## src/rtl/spi_buffer_arbiter.sv

```systemverilog
// spi_buffer_arbiter: two-requester round-robin arbiter and sequencer in front
// of the MOSI SPI buffer (requester 0 = init/command engine, 1 = draw engine).
// Optional macro ARB_TIMEOUT_EN adds a WAIT-state watchdog of TIMEOUT cycles.
module spi_buffer_arbiter #(
    parameter int WIDTH   = 8,
    parameter int N       = 8,
    parameter int TIMEOUT = 1024
) (
    input  logic               i_SCK,
    input  logic               i_RST,
    input  logic               i_REQ0,
    input  logic [WIDTH*N-1:0] i_DATA0,
    input  logic [N-1:0]       i_DC0,
    input  logic [4:0]         i_NTX0,
    input  logic               i_REQ1,
    input  logic [WIDTH*N-1:0] i_DATA1,
    input  logic [N-1:0]       i_DC1,
    input  logic [4:0]         i_NTX1,
    input  logic               i_TX_DONE,
    output logic               o_GNT0,
    output logic               o_GNT1,
    output logic               o_DONE0,
    output logic               o_DONE1,
    output logic               o_ERR,
    output logic [WIDTH*N-1:0] o_DATA,
    output logic [N-1:0]       o_DC,
    output logic [4:0]         o_NTX,
    output logic               o_START,
    output logic               o_BUSY
);

    typedef enum logic [1:0] {
        ST_IDLE,
        ST_START,
        ST_WAIT
    } state_t;

    state_t             state_q;
    logic               ptr_q;      // requester favoured on a tie
    logic               owner_q;    // requester owning the buffer
    logic               gnt0_q;
    logic               gnt1_q;
    logic               done0_q;
    logic               done1_q;
    logic               err_q;
    logic               start_q;
    logic               busy_q;
    logic [WIDTH*N-1:0] data_q;
    logic [N-1:0]       dc_q;
    logic [4:0]         ntx_q;

`ifdef ARB_TIMEOUT_EN
    logic [15:0]        cnt_q;
`else
    logic               unused_timeout;
    assign unused_timeout = ^TIMEOUT;
`endif

    logic               win_vld;
    logic               win_sel;
    logic               win_bad;
    logic [WIDTH*N-1:0] win_data;
    logic [N-1:0]       win_dc;
    logic [4:0]         win_ntx;

    // Select the winner among current requests; the pointer breaks a tie
    always_comb begin
        win_vld  = i_REQ0 | i_REQ1;
        win_sel  = (i_REQ0 & i_REQ1) ? ptr_q : i_REQ1;
        win_data = win_sel ? i_DATA1 : i_DATA0;
        win_dc   = win_sel ? i_DC1   : i_DC0;
        win_ntx  = win_sel ? i_NTX1  : i_NTX0;
        win_bad  = (win_ntx == 5'd0) || (32'(win_ntx) > 32'(N));
    end

    // Arbitration / sequencing FSM with registered outputs
    always_ff @(posedge i_SCK) begin
        if (i_RST) begin
            state_q <= ST_IDLE;
            ptr_q   <= 1'b0;
            owner_q <= 1'b0;
            gnt0_q  <= 1'b0;
            gnt1_q  <= 1'b0;
            done0_q <= 1'b0;
            done1_q <= 1'b0;
            err_q   <= 1'b0;
            start_q <= 1'b0;
            busy_q  <= 1'b0;
            data_q  <= '0;
            dc_q    <= '0;
            ntx_q   <= '0;
`ifdef ARB_TIMEOUT_EN
            cnt_q   <= '0;
`endif
        end else begin
            gnt0_q  <= 1'b0;
            gnt1_q  <= 1'b0;
            done0_q <= 1'b0;
            done1_q <= 1'b0;
            err_q   <= 1'b0;
            start_q <= 1'b0;
            case (state_q)
                ST_IDLE: begin
                    if (win_vld) begin
                        data_q  <= win_data;
                        dc_q    <= win_dc;
                        ntx_q   <= win_ntx;
                        gnt0_q  <= ~win_sel;
                        gnt1_q  <= win_sel;
                        ptr_q   <= ~win_sel;
                        owner_q <= win_sel;
                        if (win_bad) begin
                            // Rejected length: grant, done and error in one cycle
                            done0_q <= ~win_sel;
                            done1_q <= win_sel;
                            err_q   <= 1'b1;
                        end else begin
                            busy_q  <= 1'b1;
                            state_q <= ST_START;
                        end
                    end
                end
                ST_START: begin
                    start_q <= 1'b1;
                    state_q <= ST_WAIT;
`ifdef ARB_TIMEOUT_EN
                    cnt_q   <= '0;
`endif
                end
                ST_WAIT: begin
                    if (i_TX_DONE) begin
                        done0_q <= ~owner_q;
                        done1_q <= owner_q;
                        busy_q  <= 1'b0;
                        state_q <= ST_IDLE;
                    end
`ifdef ARB_TIMEOUT_EN
                    else if (cnt_q == 16'(TIMEOUT - 1)) begin
                        done0_q <= ~owner_q;
                        done1_q <= owner_q;
                        err_q   <= 1'b1;
                        busy_q  <= 1'b0;
                        state_q <= ST_IDLE;
                    end else begin
                        cnt_q   <= cnt_q + 16'd1;
                    end
`endif
                end
                default: begin
                    busy_q  <= 1'b0;
                    state_q <= ST_IDLE;
                end
            endcase
        end
    end

    assign o_GNT0  = gnt0_q;
    assign o_GNT1  = gnt1_q;
    assign o_DONE0 = done0_q;
    assign o_DONE1 = done1_q;
    assign o_ERR   = err_q;
    assign o_START = start_q;
    assign o_BUSY  = busy_q;
    assign o_DATA  = data_q;
    assign o_DC    = dc_q;
    assign o_NTX   = ntx_q;

endmodule

```

## config.mk

```make
export PLATFORM = sky130hd
export DESIGN_NAME = spi_buffer_arbiter
export DESIGN_NICKNAME = d
export VERILOG_FILES = /design/src/rtl/spi_buffer_arbiter.sv
export SDC_FILE = /design/constraint.sdc
export NUM_CORES = 1
export LEC_CHECK = 0
export CORE_ASPECT_RATIO = 1.25
export CORE_MARGIN = 2
export CORE_UTILIZATION = 28
export DETAILED_ROUTE_END_ITERATION = 8
export GPL_TIMING_DRIVEN = 0
export HOLD_SLACK_MARGIN = 0.06
export PLACE_DENSITY = 0.68
export SLEW_MARGIN = 20
export SYNTH_ARGS = -nofsm -noshare
export SYNTH_HDL_FRONTEND = slang
export SYNTH_SLANG_ARGS = --single-unit
```

## constraint.sdc

```tcl
create_clock -name i_SCK -period 3.4 [get_ports i_SCK]
set_input_delay 0.68 -clock i_SCK [delete_from_list [all_inputs] [get_ports i_SCK]]
set_output_delay 0.68 -clock i_SCK [all_outputs]
set_load 0.01 [all_outputs]
```

==> results of run 1 <==
[kinds of logic (layout without fill, tap and decap cells)]
| family | Yosys count | after routing | synth area share |
|---|---|---|---|
| buf+inv | 38 | 295 | 0.0566 |
| simple gates | 101 | 101 | 0.126 |
| compound gates | 89 | 89 | 0.260 |
| mux | 6 | 6 | 0.0184 |
| flops | 88 | 88 | 0.539 |
[cells in the final DEF (no fill, tap or decap), types with 2 or more instances in the layout]
cell,count
dfxtp_1,88
a211oi_1,5
a222oi_1,72
nor4_1,2
clkdlybuf4s50_1,241
nand2b_1,2
nor3_1,7
bufinv_16,2
nor2b_1,2
buf_6,4
clkinvlp_4,2
clkbuf_16,9
nor2_1,83
clkbuf_1,18
buf_1,6
nand2_1,2
mux2i_1,6
buf_2,10
a21oi_1,4
[sequential cells by signal (all words and copies together) (netlist names)]
signal   flops
o_START      1
o_GNT1       1
state_q      2
o_GNT0       1
o_DONE0      1
o_NTX        5
ptr_q        1
o_ERR        1
o_DC         8
o_DONE1      1
owner_q      1
o_BUSY       1
o_DATA      64
[metal layers]
layer,share of wire,up-vias
li1,-,1791
met1,0.38,1821
met2,0.51,193
met3,0.089,17
met4,0.018,0
met5,0,-
[worst max-delay path, cell delays in order]
cell and delay, ps:
clkdlybuf4s50_1 480, inv_1 70, o21ai_2 410, nor3_1 120
buf_2 220, buf_1 260, a222oi_1 300, nor2_1 90
[power groups by stage]
| stage | clock (mW) | sequential (mW) | combinational [mW] |
|---|---|---|---|
| 5_1_grt | 1.13 | 1.18 | 0.771 |
| 3_5_place_dp | 0 | 1.19 | 0.719 |
| 6_report | 1.08 | 1.17 | 0.714 |
| 3_3_place_gp | 0 | 1.19 | 0.707 |
| 4_1_cts | 1.10 | 1.17 | 0.722 |
| 2_1_floorplan | 0 | 1.23 | 0.241 |
[worst paths after layout]
| check | slack [ps] | depth (start not counted) | end | startpoint |
|---|---|---|---|---|
| hold reg to reg | 510 | 2 | o_NTX[4]$_SDFFE_PP0P_ | o_NTX[4]$_SDFFE_PP0P_ |
| setup reg to reg | 1490 | 6 | o_DATA[38]$_SDFFE_PP0P_ | ptr_q$_SDFFE_PP0P_ |
| hold / removal | 510 | 2 | o_NTX[4]$_SDFFE_PP0P_ | o_NTX[4]$_SDFFE_PP0P_ |
| setup / recovery | 970 | 8 | o_DATA[38]$_SDFFE_PP0P_ | i_REQ0 |
[final cells by class]
type,count,area [µm²]
fill,1056,5330
timing repair buffer,241,2410
sequential,88,1760
multi-input combinational,196,1320
clock buffer,11,243
buffer,37,181
tap,138,173
clock inverter,5,80.1
inverter,1,3.75
[per-stage QoR]
step	std cells	utilization	total power, mW	cell area [µm²]
floorplan	322	-	1.47	3270
global placement	701	0.509	1.89	5850
detailed placement	701	0.509	1.91	5850
CTS	717	0.537	2.99	6180
global route	717	0.537	3.08	6180
finish	717	0.537	2.96	6180
==> impl_metrics.tcl, run 1 <==
set metrics [dict create \
    outcome "completed" \
    yosysMostFrequentCell "dfxtp_1" \
    finalCriticalPeriod_ps 2430 \
    leakagePower_nw 2.32 \
    synth_area_mm2 0.00327 \
    fin_worst_skew_ps 3.68 \
    synth_cell_types 27 \
    coreArea_mm2 0.0115 \
    post_cts_buffers 0 \
    setup_ws_ps 967 \
    firstDrtPassIters 7 \
    initial_utilization 0.284 \
    cts.htree.levels 3 \
    fin_hold_ws_ps 507 \
    required_ps 3600 \
    dieArea_mm2 0.0126 \
    hold_buffers 0 \
    crit_type "input port to flip-flop" \
    synth_area_leader_cell "dfxtp_1" \
    clock_power_share 0.364 \
    yosys_warnings 0 \
    synth_area_leaders "dfxtp_1 (54%), a222oi_1 (22%), nor2_1 (9.5%), clkbuf_1 (2.0%), mux2i_1 (1.8%)" \
    power_frac_comb 0.241 \
    synth-seq-cells 88 \
    routed_wl_um 12600 \
    dpl_worst_slack_ps 591 \
    cts_tree "yes" \
    hold_class "flip-flop to flip-flop" \
    synth-main-ff-cell "dfxtp_1" \
    antenna_cells 0 \
    cts_num_sinks 88 \
    place.gp.congestion 0.771 \
    synthTopCellsByCount "dfxtp_1 (88), nor2_1 (83), a222oi_1 (72)" \
    setup_viol 0 \
    grt_pass1_vias 3816 \
    power_density_mw_per_mm2 479 \
    switching_share 0.254 \
    dp_hpwl_um 9640 \
    via_per_inst 5.33 \
    crit_path_max_fanout 10 \
    die_y_um 125 \
    grt_max_degree 15 \
    met3_usage 0.0572 \
    synth_seq_area_share 0.539 \
    crit_path_end_kind "flip-flop" \
    drv_cap 0 \
    drive_above_1_share 0.0535 \
    slew_headroom 0.332 \
    syn_avg_cell_area_um2 10.2 \
    finalMaxSlewViolations 0 \
    max_freq_ghz 0.411 \
    synth_cells 322 \
    syn_to_final_growth_pct 88.9 \
    clkTransAtPathRegs_ps 60 \
    cts_root_buf "clkbuf_16" \
    port_buffers 241 \
    cts_buffers 9 \
    setup_tns_ps 0 \
    p_int_mw 2.21 \
    clock_latency_ps 340 \
    hold_violations 0 \
    cts_resized 0 \
    grt.overflow.total 0 \
    p_seq_frac 0.394 \
    vdd.ir_drop.worst_v 0.000215 \
    wl_per_cell_um 17.5 \
    clock_path_buffers 2 \
    period_share 0.715 \
    busiest_layer "met2" \
    start_kind "input port" \
    async_flop_share 0 \
    synth_nets 481 \
    grt_use_total 0.194 \
    ant_nets 0 \
    tightest_slew_ps 995 \
    nNetsFinal 733 \
    synth_top_area_share 0.539 \
    rsz0062_at_grt "false" \
    antenna_found_initial 0 \
    grt_pass1_wl_um 19100 \
    num_io_pins 243 \
    drtIter0Drc 273 \
    rows 44 \
    synth_edf_count 0 \
    grt_util_met1 0.204 \
    drc 0 \
    vias 3822 \
    die_x_um 101 \
    grt.met2_usage 0.355 \
    arrival_ps 2640 \
    power_switching_uw 751 \
]
Power figures use the tool's default switching activity.
==> inputs of run 2 (changes only) <==
--- a/config.mk
+++ b/config.mk
@@ -11,7 +11,7 @@
 export DETAILED_ROUTE_END_ITERATION = 8
 export GPL_TIMING_DRIVEN = 0
 export HOLD_SLACK_MARGIN = 0.06
-export PLACE_DENSITY = 0.68
+export PLACE_DENSITY = 0.71
 export SLEW_MARGIN = 20
 export SYNTH_ARGS = -nofsm -noshare
 export SYNTH_HDL_FRONTEND = slang
==> constraint.sdc (replaced) <==
create_clock -name i_SCK -period 2.1 [get_ports i_SCK]
set_input_delay 0.42 -clock i_SCK [delete_from_list [all_inputs] [get_ports i_SCK]]
set_output_delay 0.42 -clock i_SCK [all_outputs]
set_load 0.01 [all_outputs]
==> impl_metrics.tcl, run 2 (synthesis gave the netlist of run 1 again) <==
set metrics [dict create \
    outcome "completed" \
    multi_input_area_mm2 0.00134 \
    rsz0062_at_grt "false" \
    wl_per_cell_um 17.5 \
    rrSetupSlack_ps 230 \
    antenna_found_initial 0 \
    setup_ws_ps 129 \
    hold_path_depth 2 \
    cp_slowest_cell "clkdlybuf4s50_1" \
    num_io_pins 243 \
    ff_latch_area_mm2 0.00176 \
    crit_type "input port to flip-flop" \
    max_freq_ghz 0.507 \
    firstDrtPassIters 5 \
    grt.overflow.total 0 \
    path_cells "clkdlybuf4s50_1 -> nor2_1 -> or3_1 -> buf_2 -> buf_6 -> buf_6 -> a222oi_1 -> nor2_1" \
    fillers 1078 \
    period_share 0.939 \
    slew_headroom 0.379 \
    vdd.ir_drop.worst_v 0.000324 \
    finalPower_mw 4.45 \
    vias 3821 \
    routed_wl_um 12500 \
    die_y_um 125 \
    finalMaxSlewViolations 0 \
    finalCriticalPeriod_ps 1970 \
    tightest_slew_ps 925 \
    clkTransAtPathRegs_ps 60 \
    rows 44 \
    cts_tree "yes" \
    final_cell_mix "clkdlybuf4s50_1 (240), dfxtp_1 (88), nor2_1 (83), a222oi_1 (72), clkbuf_1 (18)" \
    drtIter0Drc 328 \
    arrival_ps 2170 \
    drv_cap 0 \
    grt_pass1_wl_um 19200 \
    clock_latency_ps 330 \
    min-delay-start "i_RST" \
    cts.htree.levels 3 \
    hold_path_end "state_q[0]$_SDFFE_PP0P_" \
    ant_nets 0 \
    clock_path_buffers 2 \
    power_density_mw_per_mm2 725 \
    crit_path_end_kind "flip-flop" \
    grt_max_degree 13 \
    max_stage_delay_ps 480 \
    grt_use_total 0.193 \
    drc 0 \
    layout_commonest_cell "clkdlybuf4s50_1" \
    hold_buffers 0 \
    die_x_um 101 \
    grt_pass1_vias 3822 \
    setup_viol 0 \
    hold_class "input port to flip-flop" \
    dp_hpwl_um 9520 \
    dieArea_mm2 0.0126 \
    place.gp.congestion 0.765 \
    reg2reg_depth 7 \
    port_buffers 241 \
    crit_path_max_fanout 10 \
    rr_startpoint "state_q[1]$_SDFFE_PP0P_" \
    cts_buffers 9 \
    cts_num_sinks 88 \
    initial_utilization 0.284 \
    antenna_cells 0 \
    start_kind "input port" \
    regToRegEndpoint "o_DATA[62]$_SDFFE_PP0P_" \
    hold_violations 0 \
    coreArea_mm2 0.0115 \
    fin_worst_skew_ps 6.86 \
    via_per_inst 5.34 \
    leakagePower_nw 2.33 \
    cts_root_buf "clkbuf_16" \
    drive_above_1_share 0.0623 \
    dpl_worst_slack_ps -402 \
    fin_hold_ws_ps 482 \
    largest_reg_flops 64 \
    syn_to_final_growth_pct 87.9 \
    nNetsFinal 735 \
    required_ps 2300 \
]
## run 2: cell types whose count changed in the layout (fill, tap and decap cells not counted), sizes merged
| cell | change |
|---|---|
| buf | -4 |
| bufinv | -2 |
| clkbuf | +6 |
| clkdlybuf4s50 | -1 |
| clkinv | +1 |
| clkinvlp | -2 |
| dlygate4sd2 | +1 |
## run 2: where the power goes
| part | switching (mW) | internal [mW] |
|---|---|---|
| clock | 0.611 | 0.778 |
| sequential | 0.0779 | 1.82 |
| combinational | 0.476 | 0.692 |
| total | 1.16 | 3.29 |
## run 2: how the worst max path moves through the flow
stage | startpoint | to | slack [ps] | cells after the start
CTS | i_REQ0 | o_DATA[29]$_SDFFE_PP0P_ | 50 | 8
detailed placement | i_REQ0 | o_DATA[29]$_SDFFE_PP0P_ | -400 | 8
finish | i_REQ0 | o_DATA[62]$_SDFFE_PP0P_ | 130 | 8
global placement | i_REQ0 | o_DATA[49]$_SDFFE_PP0P_ | -360 | 8
global route | i_REQ0 | o_DATA[49]$_SDFFE_PP0P_ | 0.9 | 8
floorplan | state_q[1]$_SDFFE_PP0P_ | o_DATA[0]$_SDFFE_PP0P_ | 430 | 7
## run 2: cell type report
cell class	count	share of cell area
timing repair buffer	243	0.395
sequential	88	0.287
multi-input combinational	196	0.219
clock buffer	11	0.0379
buffer	37	0.0314
tap	138	0.0281
clock inverter	2	0.00163
inverter	1	0.000611
## run 2: routing by layer
layer	vias to the layer above	track usage	routed length, µm
met3	12	0.0730	1340
met2	210	0.349	6380
met4	0	0.0556	140
met5	-	0	0
li1	1792	-	-
met1	1807	0.205	4650
## run 2: worst max-delay path: cells and delay by family
family	cells	cell delay, ps
simple gates	3	450
buf+inv	4	950
compound gates	1	350
## run 2: per-stage QoR
step	area (µm²)	util	TNS (ps)	instances
global placement	5850	0.509	-24530	701
CTS	6110	0.531	0	714
finish	6140	0.534	0	716
floorplan	3270	-	0	322
global route	6140	0.534	0	716
detailed placement	5850	0.509	-26540	701
## run 2: timing repair
action,CTS,global route
endpoints found under the setup margin,35,68
setup buffers,0,2
pin swaps,0,1
resized for setup,4,7
gates cloned,0,0
